File: src/rtl/alu_pkg.sv
// Shared ALU definitions: unit-select codes, shift sub-codes and the
// sequencer state encoding.
package alu_pkg;

   localparam logic [1:0] ARITH = 2'b00;
   localparam logic [1:0] LOGIC = 2'b01;
   localparam logic [1:0] CMP   = 2'b10;
   localparam logic [1:0] SHIFT = 2'b11;

   localparam logic [1:0] SH_A_SHR = 2'b00;
   localparam logic [1:0] SH_A_SHL = 2'b01;
   localparam logic [1:0] SH_B_SHR = 2'b10;
   localparam logic [1:0] SH_B_SHL = 2'b11;

   typedef enum logic [1:0] {
      IDLE  = 2'b00,
      ISSUE = 2'b01,
      WAIT  = 2'b10,
      RESP  = 2'b11
   } seq_state_t;

endpackage

File: src/rtl/alu_unit_select.sv
// Decodes the unit field into a one-hot enable and muxes back the
// selected unit's flag and result.
module alu_unit_select
   import alu_pkg::*;
#(
   parameter int unsigned width = 16
) (
   input  logic [1:0]       unit,
   input  logic             issue,
   input  logic [3:0]       flags,
   input  logic [width-1:0] arith_out,
   input  logic [width-1:0] logic_out,
   input  logic [width-1:0] cmp_out,
   input  logic [width-1:0] shift_out,
   output logic [3:0]       enable,
   output logic             sel_flag,
   output logic [width-1:0] sel_out
);

   always_comb begin
      enable       = '0;
      sel_flag     = 1'b0;
      sel_out      = '0;
      enable[unit] = issue;
      case (unit)
         ARITH: begin sel_flag = flags[0]; sel_out = arith_out; end
         LOGIC: begin sel_flag = flags[1]; sel_out = logic_out; end
         CMP:   begin sel_flag = flags[2]; sel_out = cmp_out;   end
         SHIFT: begin sel_flag = flags[3]; sel_out = shift_out; end
      endcase
   end

endmodule

File: src/rtl/alu_op_sequencer.sv
// Command-side sequencer: accepts one ALU op, enables the selected unit for
// one cycle, waits (bounded) for its flag and returns the result.
module alu_op_sequencer
   import alu_pkg::*;
#(
   parameter int unsigned width   = 16,
   parameter int unsigned TIMEOUT = 4
) (
   input  logic             clock,
   input  logic             rest,
   input  logic             cmd_valid,
   output logic             cmd_ready,
   input  logic [3:0]       cmd_fun,
   input  logic [width-1:0] cmd_a,
   input  logic [width-1:0] cmd_b,
   output logic [width-1:0] alu_a,
   output logic [width-1:0] alu_b,
   output logic [3:0]       alu_fun,
   output logic             arith_enable,
   output logic             logic_enable,
   output logic             cmp_enable,
   output logic             shift_enable,
   input  logic             arith_flag,
   input  logic             logic_flag,
   input  logic             cmp_flag,
   input  logic             shift_flag,
   input  logic [width-1:0] arith_out,
   input  logic [width-1:0] logic_out,
   input  logic [width-1:0] cmp_out,
   input  logic [width-1:0] shift_out,
   output logic             res_valid,
   input  logic             res_ready,
   output logic [width-1:0] res_data,
   output logic [3:0]       res_fun,
   output logic             res_timeout,
   output logic             busy
);

   localparam int unsigned     CW       = $clog2(TIMEOUT + 1);
   localparam logic [CW-1:0]   LAST_CNT = CW'(TIMEOUT - 1);

   seq_state_t       state;
   logic [CW-1:0]    wait_cnt;
   logic [3:0]       enable;
   logic             sel_flag;
   logic [width-1:0] sel_out;

   // Enables decode straight from the ISSUE state and the latched code,
   // so they are high for exactly the single ISSUE cycle.
   alu_unit_select #(.width(width)) u_select (
      .unit      (alu_fun[3:2]),
      .issue     (state == ISSUE),
      .flags     ({shift_flag, cmp_flag, logic_flag, arith_flag}),
      .arith_out (arith_out),
      .logic_out (logic_out),
      .cmp_out   (cmp_out),
      .shift_out (shift_out),
      .enable    (enable),
      .sel_flag  (sel_flag),
      .sel_out   (sel_out)
   );

   assign {shift_enable, cmp_enable, logic_enable, arith_enable} = enable;

   always_ff @(posedge clock) begin
      if (!rest) begin
         state       <= IDLE;
         wait_cnt    <= '0;
         alu_a       <= '0;
         alu_b       <= '0;
         alu_fun     <= '0;
         res_data    <= '0;
         res_fun     <= '0;
         res_timeout <= 1'b0;
         res_valid   <= 1'b0;
         busy        <= 1'b0;
         cmd_ready   <= 1'b1;
      end else begin
         case (state)
            IDLE: begin
               if (cmd_valid) begin
                  alu_a     <= cmd_a;
                  alu_b     <= cmd_b;
                  alu_fun   <= cmd_fun;
                  cmd_ready <= 1'b0;
                  busy      <= 1'b1;
                  state     <= ISSUE;
               end
            end
            ISSUE: begin
               wait_cnt <= '0;
               state    <= WAIT;
            end
            WAIT: begin
               wait_cnt <= wait_cnt + 1'b1;
               // A flag on the terminal-count cycle still wins over timeout.
               if (sel_flag) begin
                  res_data    <= sel_out;
                  res_timeout <= 1'b0;
                  res_fun     <= alu_fun;
                  res_valid   <= 1'b1;
                  state       <= RESP;
               end else if (wait_cnt == LAST_CNT) begin
                  res_data    <= '0;
                  res_timeout <= 1'b1;
                  res_fun     <= alu_fun;
                  res_valid   <= 1'b1;
                  state       <= RESP;
               end
            end
            RESP: begin
               if (res_ready) begin
                  res_valid <= 1'b0;
                  busy      <= 1'b0;
                  cmd_ready <= 1'b1;
                  state     <= IDLE;
               end
            end
            default: state <= IDLE;
         endcase
      end
   end

endmodule

File: config.mk
export PLATFORM = sky130hd
export DESIGN_NAME = alu_op_sequencer
export DESIGN_NICKNAME = d
export VERILOG_FILES = /design/src/rtl/alu_pkg.sv /design/src/rtl/alu_unit_select.sv /design/src/rtl/alu_op_sequencer.sv
export SDC_FILE = /design/constraint.sdc
export NUM_CORES = 1
export LEC_CHECK = 0
export ABC_AREA = 1
export BUFFER_PORTS_ARGS = -buffer_cell sky130_fd_sc_hd__buf_4
export CAP_MARGIN = 20
export CORE_ASPECT_RATIO = 1.5
export CORE_MARGIN = 8
export CORE_UTILIZATION = 44
export DETAILED_ROUTE_END_ITERATION = 7
export GPL_TIMING_DRIVEN = 0
export PLACE_DENSITY = 0.78
export SLEW_MARGIN = 20
export SYNTH_ARGS = -nofsm -noshare
export SYNTH_HDL_FRONTEND = slang
export SYNTH_SLANG_ARGS = --single-unit
File: constraint.sdc
create_clock -name clock -period 1.7 [get_ports clock]
set_input_delay 0.425 -clock clock [delete_from_list [all_inputs] [get_ports clock]]
set_output_delay 0.425 -clock clock [all_outputs]
set_load 0.01 [all_outputs]
# Yosys cells after proc, flatten, opt, wreduce, memory -nomap -nowiden
# Cells that the tools add are included.
# op_classes
n_bitwise	1
shifts	0
div_mod_pow	0
eq_ne	10
reduce_logical	12
multipliers	0
mux	24
order_cmp	2
n_addsub	1
# ops
cell	n
$pmux 16 s4	1
$mux 16	2
$reduce_and 3->1	3
$eq 2x2->1 const B	4
$mux 1	8
$mux 2	4
$mux 4	2
$pmux 2 s4	1
$reduce_bool 2->1	4
$pmux 1 s2	3
$pmux 3 s2	1
$and 4x4->4	1
$eq 2x1->1 const B	2
$logic_not 2->1	2
$ne 2x2->1 const B	2
$pmux 1 s4	1
$reduce_and 2->1	2
$add 3x1->3 const B	1
$eq 3x2->1 const B	1
$lt 2x3->1 const B	1
$ne 3x3->1 const B	1
$demux 1 s2	1
$ge 2x1->1 const B	1
$logic_and 1x1->1	1
# word_totals
ram_bits	0
regBits	65
romBits	0
elab_cells	61
out_inout_bits	64
latchBits	0
mem_count	0
in_bits	108

# Depth between registers and ports, before layout
# depth
ltp_word	5
mapped_depth	10
ltp_nobuf	9

# By module
# From an unflattened synthesis, not the netlist that was laid out.
# hier_totals
cells_unflattened	416
hier_area_um2	3046.7
# modules_own_cells
module	cells_each	n_inst	area_per_inst_um2	seq_area_each_um2
alu_op_sequencer	312	1	2454.9	1301.2
alu_unit_select	104	1	591.8	0.0

# Worst setup path after synthesis
# OpenSTA, ideal clock, no wires.
# synth_path
kind	register -> register
startpoint	reg state[0]
endpoint	reg alu_b[1]
setup_ns	0.065
n_path_buf	2
stages_incl_launch_ff	8
slack_ns	0.281
arrival_time_ns	1.354
period_less_slack_ns	1.419
t_required_ns	1.635
path_cell_list	dfxtp_1 -> inv_1 -> ha_1 -> nand2_1 -> clkbuf_1 -> clkbuf_1 -> o21ai_0 -> nor2_1
# synth_between
elab_chain_len	2
# synth_rtl
item	line	rtl
start, declared	alu_op_sequencer.sv:42	seq_state_t state;
start signal, assigned	alu_op_sequencer.sv:67	state <= IDLE;
start signal, assigned	alu_op_sequencer.sv:87	state <= ISSUE;
start signal, assigned	alu_op_sequencer.sv:92	state <= WAIT;
$logic_not 2->1	alu_op_sequencer.sv:79	case (state)
$reduce_and 2->1 (no line)	--	
end signal, assigned	alu_op_sequencer.sv:83	alu_b <= cmd_b;
end, declared	alu_op_sequencer.sv:17	output logic [width-1:0] alu_b,
# No other way between the ends.
# A chain may end at the register's enable or synchronous reset.

# Worst setup path in the final report
# layout_path
startpoint	reg state[1]
endpoint	out arith_enable
# layout_between
elab_chain_len	2
# layout_rtl
item	line	rtl
$eq 2x1->1	alu_op_sequencer.sv:52	.issue (state == ISSUE),
$and 4x4->4 (no line)	--	
end, declared	alu_op_sequencer.sv:19	output logic arith_enable,
# No other way between the ends.

==> impl_results.rst <==
.. list-table::
   :header-rows: 1

   * - Metric
     - Value
   * - Start point of the critical path
     - state[1]
   * - Peak Freq
     - 0.595 GHz
   * - Port buffer count
     - 171
   * - Register area share after synthesis
     - 44.0%
   * - Area of the placeable core
     - 6490 µm²
   * - Hold buffer count at cts
     - 0
   * - Part of the power in the clock network
     - 21.7%
   * - Setup Total Neg Slack
     - 0 ns
   * - DR WL met3
     - 1150 µm
   * - # H-tree levels
     - 3
   * - Overall Power
     - 6.63 mW
   * - Largest buffer count on any clock path
     - 2
   * - R2r worst-path depth
     - 9
   * - Startpoint of the worst register-to-register path
     - state[1]
   * - Die width
     - 83.0 µm
   * - Post-synthesis average cell area
     - 7.11 µm²
   * - Placement-stage worst setup slack
     - -0.0384 ns
   * - Finished Layout Cells
     - 682
   * - Biggest fanout along the worst timing path
     - 4
   * - Post-Route M1 WL
     - 3990 µm
   * - Max-cap violations
     - 0
   * - Register share of total power
     - 32.0%
   * - Average vias per placed instance
     - 4.99
   * - Detailed-router iteration count before antenna repair
     - 4
   * - Setup repair after global routing missed its margin
     - true
   * - Cell Area, Synth
     - 2960 µm²
   * - Initial antenna violation count
     - 0
   * - Peak supply drop
     - 1.22 mV
   * - Clk pin slew, worst setup/hold paths
     - 0.06 ns
   * - Static leakage
     - 2.21 nW
   * - Synthesis-to-finish area growth
     - 57.8%
   * - Final standard cell utilization of the core
     - 72.0%
   * - Uppermost layer routed
     - met4
   * - Element type at the critical path end
     - primary output
   * - Sink count of the clock tree
     - 65
   * - Synthesized netlist net count
     - 530
   * - Overall routed net length
     - 10400 µm
   * - Placed insts
     - 663
   * - Die span in y
     - 116 µm
   * - Num CTS Buffers
     - 9
   * - Path type of the worst setup path
     - reg -> out
   * - Count of antenna diodes in the layout
     - 0
   * - Number of pins exceeding their max-slew limit in the final report
     - 0
   * - Maximum number of pins on one net before global-route repair
     - 11
   * - Net switching power figure
     - 2.53 mW
   * - Switching Share
     - 38.1%
   * - P per Cell Area
     - 1420 nW/µm²
   * - Number of library cell types mapped by synthesis
     - 30
   * - Number of placement rows
     - 36
   * - Ratio of cells with drive above 1 in the final layout
     - 38.1%
   * - Final WS setup
     - 0.0189 ns
   * - Number of instances in the synthesized netlist
     - 416
   * - GRT Resource Usage Total
     - 21.3%
   * - Detailed-placement wirelength estimate
     - 8450 µm
   * - Outcome
     - finished clean
   * - Count of state elements after synthesis
     - 65
   * - Number of DRC violations after detailed-routing iteration 0
     - 100
   * - Finish-stage setup viols
     - 0
   * - Total vias in the final route
     - 3402
   * - Antenna viol nets, final
     - 0
   * - WP data required
     - 1.27 ns
   * - Total of warnings raised by yosys
     - 0
   * - Worst min-delay path class
     - in -> reg
   * - Post-route fraction of the period consumed by the critical path
     - 98.9%
   * - CTS root buffer
     - sky130_fd_sc_hd__clkbuf_8
   * - Number of nets in the finished design
     - 715
   * - Post-layout minimum cycle time
     - 1.68 ns
   * - Internal reg-to-reg setup slack
     - 0.09 ns
   * - First-pass GRT wire length
     - 16600 µm
   * - Number of DRC violations after detailed routing
     - 0
   * - Clock tree from TritonCTS
     - built
   * - Number of failing hold endpoints at the final stage
     - 0
   * - Residual overflow from global routing
     - 0
   * - Starting Density
     - 45.6%
   * - Worst Max-Slew Pin Slew
     - 0.419 ns
   * - Later-pin clock latency in the skew report
     - 0.34 ns
   * - Part of the power in combinational logic
     - 46.3%
   * - P_int
     - 4.10 mW
   * - Vias in the first global route
     - 3589
   * - GP Congestion
     - 0.831
   * - Routed len/inst
     - 15.2 µm
   * - Endpoint of the lowest-slack register-to-register path
     - busy
   * - Worst clock skew on the final layout
     - 0.00765 ns
   * - Setup crit start kind
     - flip-flop
   * - Critical path endpoint
     - arith_enable
   * - Arrival time of data at the critical path endpoint
     - 1.26 ns
   * - Area of the die
     - 9660 µm²
   * - Top-Level Pins
     - 172
   * - Max transition margin
     - 72.1%
   * - Sum of met2 wire segment lengths after detailed routing
     - 5060 µm
[worst min path at each step]
| stage | startpoint | endpoint | slack, ns | depth (start not counted) |
|---|---|---|---|---|
| 6_report | cmd_b[5] | alu_b[5] | 0.32 | 3 |
| 5_1_grt | cmd_b[5] | alu_b[5] | 0.33 | 3 |
| 4_1_cts | cmd_b[5] | alu_b[5] | 0.31 | 3 |
| 3_5_place_dp | res_data[5] | res_data[5] | 0.46 | 2 |
| 3_3_place_gp | res_data[10] | res_data[10] | 0.45 | 2 |
| 2_1_floorplan | wait_cnt[2] | wait_cnt[2] | 0.44 | 2 |
[logic make-up (layout without fill, tap and decap cells)]
kind of cell	Yosys count	after routing	synth area share, %
AND/OR/NAND/NOR	233	233	34.8
adder cells (fa/ha/maj)	6	6	2.54
buffers and inverters	43	233	6.77
AO/OA/AOI/OAI	69	69	11.9
flip-flops	65	65	44.0
[routing by layer]
metal  vias up  track usage [%]
met4         0             7.88
met2       160             37.9
met5         -                0
met3        17             11.0
li1       1719                -
met1      1506             20.4
[cell usage in the layout, fill, tap and decap left out, types with 8 or more instances in the layout]
cell type,netlist,layout
sky130_fd_sc_hd__nand4_1,17,17
sky130_fd_sc_hd__nand3_1,20,20
sky130_fd_sc_hd__inv_1,14,12
sky130_fd_sc_hd__o21ai_0,40,39
sky130_fd_sc_hd__clkbuf_8,0,14
sky130_fd_sc_hd__a21oi_1,23,23
sky130_fd_sc_hd__buf_2,6,8
sky130_fd_sc_hd__buf_4,1,173
sky130_fd_sc_hd__nor2_1,84,83
sky130_fd_sc_hd__clkbuf_1,14,9
sky130_fd_sc_hd__nand2_1,96,96
sky130_fd_sc_hd__dfxtp_1,65,63
[critical path, cell delays in order, from the launching register on]
cell and delay [ns]:
sky130_fd_sc_hd__dfxtp_2 0.34, sky130_fd_sc_hd__inv_2 0.07, sky130_fd_sc_hd__ha_4 0.13, sky130_fd_sc_hd__inv_4 0.05, sky130_fd_sc_hd__nor3_4 0.18, sky130_fd_sc_hd__buf_6 0.13
[registers in the layout, indices dropped and copies added (netlist names), 2 cells and up]
| signal | count |
|---|---|
| wait_cnt | 3 |
| alu_b | 16 |
| alu_a | 16 |
| alu_fun | 4 |
| res_fun | 4 |
| res_data | 16 |
| state | 2 |
[cell type report]
class	instances	area [µm²]
fillers	563	1820
multi-input cells	308	1510
repair buffers	174	1310
flip-flops and latches	65	1300
clock buffers	15	196
plain buffers	24	134
well taps	76	95.1
inverters	19	82.6
clock inverters	1	30.0
[synth_stat cells]
cell                        n  area share, %
sky130_fd_sc_hd__a21oi_1   23            3.9
sky130_fd_sc_hd__nand2_4    2           0.76
sky130_fd_sc_hd__clkinv_1   2           0.25
sky130_fd_sc_hd__nand2_2    3           0.63
sky130_fd_sc_hd__ha_1       6            2.5
sky130_fd_sc_hd__buf_4      1           0.25
sky130_fd_sc_hd__nand4_1   17            3.6
sky130_fd_sc_hd__inv_2      1           0.13
sky130_fd_sc_hd__nor2_8     1           0.68
sky130_fd_sc_hd__buf_2      6            1.0
sky130_fd_sc_hd__nand3_4    1           0.59
sky130_fd_sc_hd__o21ai_0   40            6.8
sky130_fd_sc_hd__a211oi_1   1           0.25
sky130_fd_sc_hd__dfxtp_1   65             44
sky130_fd_sc_hd__clkbuf_1  14            1.8
sky130_fd_sc_hd__inv_4      2           0.42
sky130_fd_sc_hd__nor2_4     2           0.76
sky130_fd_sc_hd__o21ai_1    3           0.51
sky130_fd_sc_hd__buf_6      3            1.1
sky130_fd_sc_hd__o21a_1     1           0.25
sky130_fd_sc_hd__nor2_1    84             11
sky130_fd_sc_hd__nand3_2    1           0.34
sky130_fd_sc_hd__o211ai_1   1           0.25
sky130_fd_sc_hd__or2_2      1           0.21
sky130_fd_sc_hd__nor3_1     2           0.34
sky130_fd_sc_hd__nand3_1   20            3.4
sky130_fd_sc_hd__nand3b_1   1           0.25
sky130_fd_sc_hd__inv_1     14            1.8
sky130_fd_sc_hd__nor2_2     2           0.42
sky130_fd_sc_hd__nand2_1   96             12
[metrics by stage]
step                area (µm²)  hold slack [ns]
CTS                       4580            0.308
global route              4670            0.327
detailed placement        4340            0.456
finish                    4670            0.322
floorplan                 2960            0.444
global placement          4340            0.449
[what timing repair did]
item | in CTS | in global routing
endpoints found under the setup margin | 14 | 46
pin swaps | 0 | 2
buffers inserted | 0 | 3
gates resized for setup | 7 | 26
[power by group through the flow]
stage          combinational (mW)  sequential, mW  clock, mW
5_1_grt                      3.43            2.17       1.53
6_report                     3.07            2.12       1.44
2_1_floorplan                1.54            2.28          0
3_5_place_dp                 2.90            2.14          0
3_3_place_gp                 2.84            2.13          0
4_1_cts                      2.94            2.12       1.47
Power figures use the tool's default switching activity.
